--- config.mk ---
export PLATFORM = sky130hd
export DESIGN_NAME = uart_rx_fifo
export DESIGN_NICKNAME = d
export VERILOG_FILES = /design/src/rtl/uart_rx_fifo.sv
export SDC_FILE = /design/constraint.sdc
export NUM_CORES = 1
export LEC_CHECK = 0
export CAP_MARGIN = 20
export CORE_ASPECT_RATIO = 1.75
export CORE_UTILIZATION = 61
export CTS_BUF_LIST = sky130_fd_sc_hd__clkbuf_4
export DETAILED_ROUTE_END_ITERATION = 10
export PLACE_DENSITY = 0.81
export SYNTH_ARGS = -nofsm -noshare
export SYNTH_HDL_FRONTEND = slang
export SYNTH_SLANG_ARGS = --single-unit
--- constraint.sdc ---
create_clock -name clk -period 2.4 [get_ports clk]
set_input_delay 0.24 -clock clk [delete_from_list [all_inputs] [get_ports clk]]
set_output_delay 0.24 -clock clk [all_outputs]
set_load 0.005 [all_outputs]
--- src/rtl/uart_rx_fifo.sv ---
// 8N1 UART receiver with 16x oversampling, a small receive FIFO with a valid/ready pop port,
// and sticky framing/overrun flags.
`timescale 1ns/1ps
module uart_rx_fifo #(
    parameter int unsigned CLK_HZ    = 50000000,
    parameter int unsigned BAUD      = 115200,
    parameter int unsigned FIFO_LOG2 = 2
) (
    input  logic       clk,
    input  logic       rst_n,
    input  logic       rxd,
    output logic [7:0] rx_data,
    output logic       rx_valid,
    input  logic       rx_ready,
    output logic       frm_err,
    output logic       ovr_err,
    input  logic       err_clr,
    output logic       busy
);
    localparam int unsigned DIV_RAW = (CLK_HZ + 8 * BAUD) / (16 * BAUD);
    localparam int unsigned DIV     = (DIV_RAW < 1) ? 1 : DIV_RAW;
    localparam int unsigned PW      = (DIV > 1) ? $clog2(DIV) : 1;
    localparam int unsigned DEPTH   = 1 << FIFO_LOG2;
    localparam logic [PW-1:0] PMAX  = PW'(DIV - 1);

    localparam logic [2:0] S_IDLE  = 3'd0;
    localparam logic [2:0] S_START = 3'd1;
    localparam logic [2:0] S_DATA  = 3'd2;
    localparam logic [2:0] S_STOP  = 3'd3;
    localparam logic [2:0] S_BREAK = 3'd4;

    logic          sync1, sync2, rs;
    logic [2:0]    state;
    logic [PW-1:0] pcnt;
    logic [3:0]    scnt;
    logic [2:0]    bidx;
    logic [7:0]    shreg;
    logic          tick, start_ok, push, frm_set, ovr_set;

    logic [7:0]        mem [DEPTH];
    logic [FIFO_LOG2:0] wptr, rptr;
    logic              empty, full, pop, wr_en;

    // Preset to idle-high so a low rxd around reset release cannot look like a start edge
    always_ff @(posedge clk or negedge rst_n) begin
        if (!rst_n) begin
            sync1 <= 1'b1;
            sync2 <= 1'b1;
        end else begin
            sync1 <= rxd;
            sync2 <= sync1;
        end
    end
    assign rs = sync2;

    assign tick     = (state != S_IDLE) && (pcnt == PMAX);
    assign start_ok = tick && (state == S_START) && (scnt == 4'd7) && !rs;
    assign push     = tick && (state == S_STOP) && (scnt == 4'd15) && rs;
    assign frm_set  = tick && (state == S_STOP) && (scnt == 4'd15) && !rs;

    always_ff @(posedge clk or negedge rst_n) begin
        if (!rst_n) begin
            pcnt <= '0;
            scnt <= '0;
        end else if (state == S_IDLE) begin
            pcnt <= '0;
            scnt <= '0;
        end else begin
            pcnt <= tick ? '0 : pcnt + 1'b1;
            if (start_ok)
                scnt <= '0;
            else if (tick)
                scnt <= scnt + 1'b1;
        end
    end

    always_ff @(posedge clk or negedge rst_n) begin
        if (!rst_n) begin
            state <= S_IDLE;
            bidx  <= '0;
            shreg <= '0;
        end else begin
            case (state)
                S_IDLE: begin
                    if (!rs)
                        state <= S_START;
                end
                S_START: begin
                    if (tick && scnt == 4'd7) begin
                        state <= rs ? S_IDLE : S_DATA;
                        bidx  <= '0;
                    end
                end
                S_DATA: begin
                    if (tick && scnt == 4'd15) begin
                        shreg <= {rs, shreg[7:1]};
                        bidx  <= bidx + 1'b1;
                        if (bidx == 3'd7)
                            state <= S_STOP;
                    end
                end
                S_STOP: begin
                    if (tick && scnt == 4'd15)
                        state <= rs ? S_IDLE : S_BREAK;
                end
                S_BREAK: begin
                    if (rs)
                        state <= S_IDLE;
                end
                default: state <= S_IDLE;
            endcase
        end
    end

    assign busy = (state != S_IDLE);

    assign empty    = (wptr == rptr);
    assign full     = (wptr[FIFO_LOG2] != rptr[FIFO_LOG2]) &&
                      (wptr[FIFO_LOG2-1:0] == rptr[FIFO_LOG2-1:0]);
    assign rx_valid = !empty;
    assign pop      = rx_valid && rx_ready;
    // A pop in the same cycle frees the slot, so a full FIFO still accepts the byte
    assign wr_en    = push && (!full || pop);
    assign ovr_set  = push && full && !pop;
    assign rx_data  = mem[rptr[FIFO_LOG2-1:0]];

    always_ff @(posedge clk or negedge rst_n) begin
        if (!rst_n) begin
            wptr <= '0;
            rptr <= '0;
            for (int unsigned i = 0; i < DEPTH; i++)
                mem[i] <= '0;
        end else begin
            if (wr_en) begin
                mem[wptr[FIFO_LOG2-1:0]] <= shreg;
                wptr <= wptr + 1'b1;
            end
            if (pop)
                rptr <= rptr + 1'b1;
        end
    end

    always_ff @(posedge clk or negedge rst_n) begin
        if (!rst_n) begin
            frm_err <= 1'b0;
            ovr_err <= 1'b0;
        end else begin
            frm_err <= frm_set | (frm_err & ~err_clr);
            ovr_err <= ovr_set | (ovr_err & ~err_clr);
        end
    end
endmodule

Word-level counts from Yosys, hierarchy flattened
Index checks and enable logic that the tools add are counted.
{"block": "op_classes", "n_div": 0, "n_reduce_logical": 28, "eq_ne": 17, "addsub": 5, "mux": 23, "mul": 0, "order_cmp": 3, "bitwise_logic": 7, "shift": 0}
{"cell": "$bwmux W32", "n": 1}
{"cell": "$mux W3", "n": 9}
{"cell": "$mux W8", "n": 3}
{"cell": "$bmux W8 S2", "n": 1}
{"cell": "$demux W8 S2", "n": 1}
{"cell": "$logic_and A1 B1 Y1", "n": 16}
{"cell": "$pmux W3 S5", "n": 1}
{"cell": "$mux W4", "n": 3}
{"cell": "$mux W5", "n": 2}
{"cell": "$add A3 B1 Y3 const B", "n": 3}
{"cell": "$ne A2 B2 Y1 const B", "n": 4}
{"cell": "$eq A3 B2 Y1 const B", "n": 2}
{"cell": "$eq A3 B3 Y1 const B", "n": 2}
{"cell": "$ge A3 B3 Y1 const B", "n": 2}
{"cell": "$not A2 Y3", "n": 2}
{"cell": "$pmux W3 S2", "n": 1}
{"cell": "$reduce_and A6 Y1", "n": 1}
{"cell": "$reduce_bool A3 Y1", "n": 2}
{"cell": "$add A5 B1 Y5 const B", "n": 1}
{"cell": "$eq A5 B5 Y1 const B", "n": 1}
{"cell": "$add A4 B1 Y4 const B", "n": 1}
{"cell": "$eq A4 B3 Y1 const B", "n": 1}
{"cell": "$eq A4 B4 Y1 const B", "n": 1}
{"cell": "$logic_not A1 Y1", "n": 4}
{"cell": "other kinds (15)", "n": 18}
{"block": "word_totals", "out_inout_bits": 12, "ram_bits": 0, "input_bits": 5, "word_cells": 98, "latchBits": 0, "rom_bits": 0, "reg_bits": 65, "memories": 0}

Logic depth before layout (Yosys ltp)
Gate-level depths: netlist of run 1.
{"block": "depth", "depth_word": 8, "mapped_depth": 7}

Worst setup path before layout of run 1
Ideal clock, no wire load.
{"block": "synth_path", "kind": "register to register", "startpoint": "reg pcnt[0]", "endpoint": "reg shreg[1]", "required_time_ns": 2.275, "path_stages_with_launch": 8, "n_path_buf": 1, "arrival_time_ns": 1.825, "setup_ns": 0.125, "slack_ns": 0.451, "cell_sequence": "dfrtp_1 inv_1 ha_1 and4b_1 nand3_1 nor4_1 buf_4 mux2_2"}
{"block": "synth_between", "elab_chain_len": 4}
{"item": "from (decl)", "line": "34", "rtl": "logic [PW-1:0] pcnt;"}
{"item": "from (signal assigned)", "line": "69", "rtl": "pcnt <= tick ? '0 : pcnt + 1'b1;"}
{"item": "$eq A5 B5 Y1", "line": "56", "rtl": "assign tick = (state != S_IDLE) && (pcnt == PMAX);"}
{"item": "$logic_and A1 B1 Y1", "line": "56"}
{"item": "$logic_and A1 B1 Y1", "line": "95", "rtl": "if (tick && scnt == 4'd15) begin"}
{"item": "$reduce_and A2 Y1 (no source line)"}
{"item": "to (signal assigned)", "line": "96", "rtl": "shreg <= {rs, shreg[7:1]};"}
{"item": "to (decl)", "line": "37", "rtl": "logic [7:0] shreg;"}
No other way between the ends.
A chain may end at the register's enable or synchronous reset.

Worst setup path after layout of run 1
{"block": "layout_path", "startpoint": "reg rptr[0]", "endpoint": "out rx_data[5]"}
{"block": "layout_between", "elab_chain_len": 4}
{"item": "from (decl)", "line": "41", "rtl": "logic [FIFO_LOG2:0] wptr, rptr;"}
{"item": "from (signal assigned)", "line": "139", "rtl": "rptr <= rptr + 1'b1;"}
{"item": "$not A2 Y3 (not written as such)", "line": "125", "rtl": "assign rx_data = mem[rptr[FIFO_LOG2-1:0]];"}
{"item": "$bmux W8 S2", "line": "125"}
{"item": "$mux W8 (not written as such) (2 in a row)", "line": "125"}
{"item": "to (decl)", "line": "12", "rtl": "output logic [7:0] rx_data,"}
No other way between the ends. The select of a mux whose other input is x is not followed.

==> out/results.ini, run 1 <==
[clock_network]
root_buffer=clkbuf_4
postCtsHoldBufs=0
numClockSinks=65
tritoncts=yes
clockBufferDepth=2
post_cts_buffers=0
clk_latency_ns=0.40
cts_resized=0
cts-htree-levels=3
cts_made_buffers=9
cts.clk_slew.worst_paths_ns=0.11

[synth]
synth.most_common_cell=dfrtp_1
yosys_most_used_dff=dfrtp_1
synth_fp_nets=231
synth_xor_xnor_area_share_pct=3.50
avgSynthCellArea_sq_um=13.9
synthMuxAreaShare_pct=22.1
synth_edf_count=0
synth_common_cells=63 x dfrtp_1, 43 x mux2_2, 10 x ha_1
synth-warning-count=0
syn_inst=216
synth_area_leaders=dfrtp_1 53%, mux2_2 16%, mux4_2 6.0%
synthArstFlopShare_pct=100
synth-simple-area-share_pct=9.63
yosysTopAreaCellShare_pct=52.5
ys_seq_area_share_pct=54.3
synth_fa_ha_area_share_pct=4.17
synth_area_sq_um=3000
yosysTopAreaCell=dfrtp_1
ys_types=39
synth_compound_area_share_pct=3.96
synth_top_family_by_area=multiplexers
ys_ff_latch=65

[critical_path]
crit_path_max_incr_delay_ns=0.52
reg2reg_from=pcnt[0]
cp.required_ns=2.16
path_class=flip-flop to output pin
critPathLaunchType=flip-flop
critPathBufInv=2
slowest_stage=mux4_2
startpoint=rptr[0]
cp_data_arrival_time_ns=2.00
endpoint_kind=output pin
critical-path-top-delay-family=buffers and inverters
path_cells=buf_4 -> mux4_2 -> clkdlybuf4s50_1
cp_max_fo=6
reg2reg_slack_ns=0.25

[detailed_routing]
via_per_inst=5.89
drc=0
finalWirelength_mm=5.25
vias=1761
post_drt_wl_per_cell_microns=17.5
dr.pass1.iters=4
drt-initial-drc-count=9
postRouteAntennaNets=0

[global_routing]
antenna_found_initial=0
grt_max_degree=66
grt_pass1_vias=1811
grt_pass1_wl_mm=8.45
groute.usage.overall_pct=23.4
overflow=0

[cells_and_area]
drive_above_1_share_pct=34.0
diodes=0
fin_util_pct=72.2
regArea_sq_um=1630
final_net_count=257
syn_to_final_growth_pct=13.2
fillCellCount=326
multi_input_area_sq_um=1310

[timing]
max_slew_margin_pct=45.9
setup_viol=0
rsz0062_at_grt=no
fin_crit_ns=2.24
tns_ns=0
slew_violations=0
tightestPinTransition_ns=0.811
finClkSkew_ns=0.0137
fmax_mhz=447
hold_viol=0
timing.final.crit_share_pct=93.2

[die]
die_w_microns=55.0
rows=33
io_pins=17
coreArea_sq_um=4710
start_util_pct=63.8
fp.dieH_microns=94.8
dieArea_sq_um=5220

[hold_path]
min_path_type=primary input to asynchronous set/reset pin

[placement]
io_buffers=16
place_congestion=0.712
hpwlAfterDp_mm=3.68

[power]
powerDensity_nw_per_um2=583
ir_worst_vdd_mv=0.627
leakagePower_uw=0.00161

[status]
run_status=finished, final reports clean

[run]
drv_cap=0

area by class of cell:
cell class | instances | share of cell area, %
Inverter | 9 | 0.994
Clock inverter | 7 | 2.98
Timing Repair Buffer | 21 | 5.67
Sequential cell | 65 | 47.9
Multi-Input combinational cell | 136 | 38.5
Tap cell | 52 | 1.91
Clock buffer | 9 | 1.99
worst register-to-register path, stage by stage (launching register included):
cell and delay (ns):
dfrtp_1 0.42, inv_1 0.07, ha_1 0.21, nand4b_4 0.16, nor4_4 0.46, nand3_2 0.36, mux2_2 0.37
path summary, 6_finish.rpt:
path,to,depth (start not counted)
worst min-delay path,rptr[2],2
min in group clk,sync1,1
worst max register to register,mem[4],6
max in group asynchronous,pcnt[2],2
worst max-delay path,rx_data[5],3
worst min register to register,rs,0
placed cells by master, fill, tap and decap left out, drive strengths merged, types with 2 or more instances in the layout:
| cell | synthesis | final |
|---|---|---|
| a21oi | 2 | 2 |
| clkbuf | 2 | 9 |
| ha | 10 | 10 |
| mux2 | 43 | 43 |
| dfstp | 2 | 2 |
| clkinvlp | 0 | 2 |
| nand2b | 4 | 4 |
| o21ai | 6 | 6 |
| xor2 | 3 | 3 |
| a22o | 2 | 2 |
| mux4 | 8 | 8 |
| clkdlybuf4s50 | 0 | 15 |
| o22ai | 2 | 2 |
| xnor2 | 9 | 9 |
| nand3 | 12 | 12 |
| nor2 | 8 | 8 |
| nor4 | 2 | 2 |
| nand2 | 9 | 9 |
| buf | 4 | 6 |
| dfrtp | 63 | 63 |
| inv | 9 | 11 |
| bufinv | 0 | 2 |
| or3 | 3 | 3 |
flip-flops by register name, summed over array words and instances (netlist names):
register / flops
wptr: 3
sync1: 1
frm_err: 1
state: 3
mem: 32
rptr: 3
scnt: 4
shreg: 8
bidx: 3
ovr_err: 1
rs: 1
pcnt: 5
where the power goes:
part	leakage (uW)	switching (uW)	total, uW	internal (uW)
combinational	0.000655	25.0	32.4	7.42
clock	0.0000831	417	848	431
sequential	0.000877	2.17	1100	1100
total	0.00161	444	1980	1540
metrics by stage:
stage | hold WS (ns) | instance area [sq um] | cells | worst slack, ns | power, uW
floorplan | -0.0556 | 3000 | 216 | 0.451 | 1120
global placement | 0.347 | 3230 | 283 | 0.285 | 1150
detailed placement | 0.353 | 3230 | 283 | 0.235 | 1160
CTS | 0.0199 | 3400 | 299 | 0.143 | 2000
global route | 0.0498 | 3400 | 299 | 0.0835 | 2060
finish | 0.00288 | 3400 | 299 | 0.164 | 1980
metal layers:
layer	GRT usage, %	vias to the layer above	routed length [microns]
met5	0	-	0
met4	8.75	0	83
met3	6.60	6	144
met2	40.0	21	2890
met1	26.7	908	2130
li1	-	826	-
logic make-up after synthesis:
logic type | count (synthesis)
AO/OA/AOI/OAI | 17
XOR/XNOR | 12
adder cells (fa/ha/maj) | 10
buffers and inverters | 15
flip-flops | 65
multiplexers | 51
AND/OR/NAND/NOR | 46
No activity file was read; power rests on OpenSTA's default activity.
==> run 2, diff against run 1 <==
--- a/config.mk
+++ b/config.mk
@@ -7,6 +7,7 @@
 export LEC_CHECK = 0
 export CAP_MARGIN = 20
 export CORE_ASPECT_RATIO = 1.75
+export CORE_MARGIN = 2
 export CORE_UTILIZATION = 61
 export CTS_BUF_LIST = sky130_fd_sc_hd__clkbuf_4
 export DETAILED_ROUTE_END_ITERATION = 10
==> run 2 against run 1 <==
  * Core utilization shrank 0.37 points
  * Final cell count is 0.33% higher
  * Via count rose by 0.51%
  * Register-to-register slack worse by 0.02 ns
  * Sequential power about the same
  * Critical path depth unchanged
  * Clock-buffer cell count is the same
  * Clock power decreased by 19%
==> out/results.ini, run 2 (synthesis results as in run 1) <==
[status]
run_status=finished, final reports clean

[global_routing]
grt_pass1_wl_mm=9.45
grt_pass1_vias=1941
overflow=0
antenna_found_initial=0
groute.usage.overall_pct=22.5
grt_max_degree=39

[timing]
fmax_mhz=446
holdWs_ns=0.263
max_slew_margin_pct=56.6
rsz0062_at_grt=no
setup_viol=0
hold_viol=0
fin_ws_ns=0.160
finClkSkew_ns=0.00833
tightestPinTransition_ns=0.650
fin_crit_ns=2.24
timing.final.crit_share_pct=93.3
slew_violations=0
tns_ns=0

[detailed_routing]
finalWirelength_mm=5.33
vias=1770
dr.pass1.iters=4
drt-initial-drc-count=68
via_per_inst=5.90
drc=0
post_drt_wl_per_cell_microns=17.8
postRouteAntennaNets=0

[die]
rows=33
start_util_pct=63.8
fp.dieH_microns=96.8
dieArea_sq_um=5520
io_pins=17
coreArea_sq_um=4710
die_w_microns=57.0

[critical_path]
cp.required_ns=2.16
path_class=flip-flop to output pin
endpoint_kind=output pin
cp_max_fo=6
cp_data_arrival_time_ns=2.00
critPathLaunchType=flip-flop

[placement]
dp_cells=283
io_buffers=16
place_ws_ns=0.218
place_congestion=0.836
hpwlAfterDp_mm=3.71

[power]
swShare_pct=22.3
clkPwrFrac_pct=37.7
powerDensity_nw_per_um2=539
seq_power_share_pct=60.3
cellInternalPower_uw=1420
leakagePower_uw=0.00161
ir_worst_vdd_mv=0.697
power_frac_comb_pct=2.0
p_sw_uw=407
power_uw=1820

[run]
drv_cap=0

[cells_and_area]
final_cell_mix=63 x dfrtp_1, 43 x mux2_2, 15 x clkdlybuf4s50_1
diodes=0
largest_register_ffs=32
largestRegisters=mem (32), shreg (8), pcnt (5)
final_common_cell=dfrtp_1
final_net_count=258
top_register=mem
syn_to_final_growth_pct=12.6
drive_above_1_share_pct=33.5
fillCellCount=327
finalNonFillerCells=300

[clock_network]
clockBufferDepth=2
cts_made_buffers=9
tritoncts=yes
cts-htree-levels=3
clk_latency_ns=0.39
numClockSinks=65
cts.clk_slew.worst_paths_ns=0.10
root_buffer=clkbuf_4

[hold_path]
min_path_type=primary input to flip-flop

==> run 2: routing by layer <==
layer	global-route usage, %	routed length (microns)	part of all wire, %
met1	27.1	2140	40
met2	37.2	2960	55
met3	6.28	139	2.6
met4	9.48	88	1.7
met5	0	0	0
==> run 2: layout make-up <==
cell class	count	area [sq um]	share of cell area, %
inverters	9	33.8	0.999
multi-input cells	136	1310	38.7
clock inverters	7	61.3	1.81
clock buffers	9	67.6	2.00
repair buffers	22	215	6.37
well taps	52	65.1	1.92
flip-flops and latches	65	1630	48.2
==> run 2: critical path, cell delays in order (launching register included) <==
cell and delay, ns:
dfrtp_1 0.41, buf_4 0.20, mux4_2 0.53, clkdlybuf4s50_1 0.47
==> run 2: worst paths after layout <==
check | from | end | slack (ns) | cells after the start
worst max-delay path | rptr[0] | rx_data[5] | 0.16 | 3
min in group asynchronous | rst_n | mem[19] | 0.41 | 2
max in group asynchronous | rst_n | sync1 | 1.32 | 3
worst max register to register | pcnt[0] | mem[3] | 0.23 | 6
worst min register to register | sync1 | rs | 0.36 | 0
worst min-delay path | rxd | sync1 | 0.26 | 1
==> run 2: through the flow <==
| stage | utilization (%) | cell area (sq um) |
|---|---|---|
| global route | 71.8 | 3380 |
| global placement | 68.9 | 3240 |
| floorplan | - | 3000 |
| finish | 71.8 | 3380 |
| detailed placement | 68.9 | 3240 |
| CTS | 71.8 | 3380 |
==> run 2: repair_timing <==
item                       4_1_cts  5_1_grt
buffers inserted                 0        0
setup endpoints to repair        0        0
gates resized for setup          0        0
hold endpoints to repair        27        0
hold buffers                     1        0
==> run 2: power groups by stage <==
stage | logic, uW | registers, uW | clock network, uW
floorplan | 3.95 | 1120 | 0
global placement | 36.6 | 1120 | 0
detailed placement | 36.7 | 1120 | 0
CTS | 38.2 | 1100 | 712
global route | 42.3 | 1100 | 758
finish | 36.4 | 1100 | 686
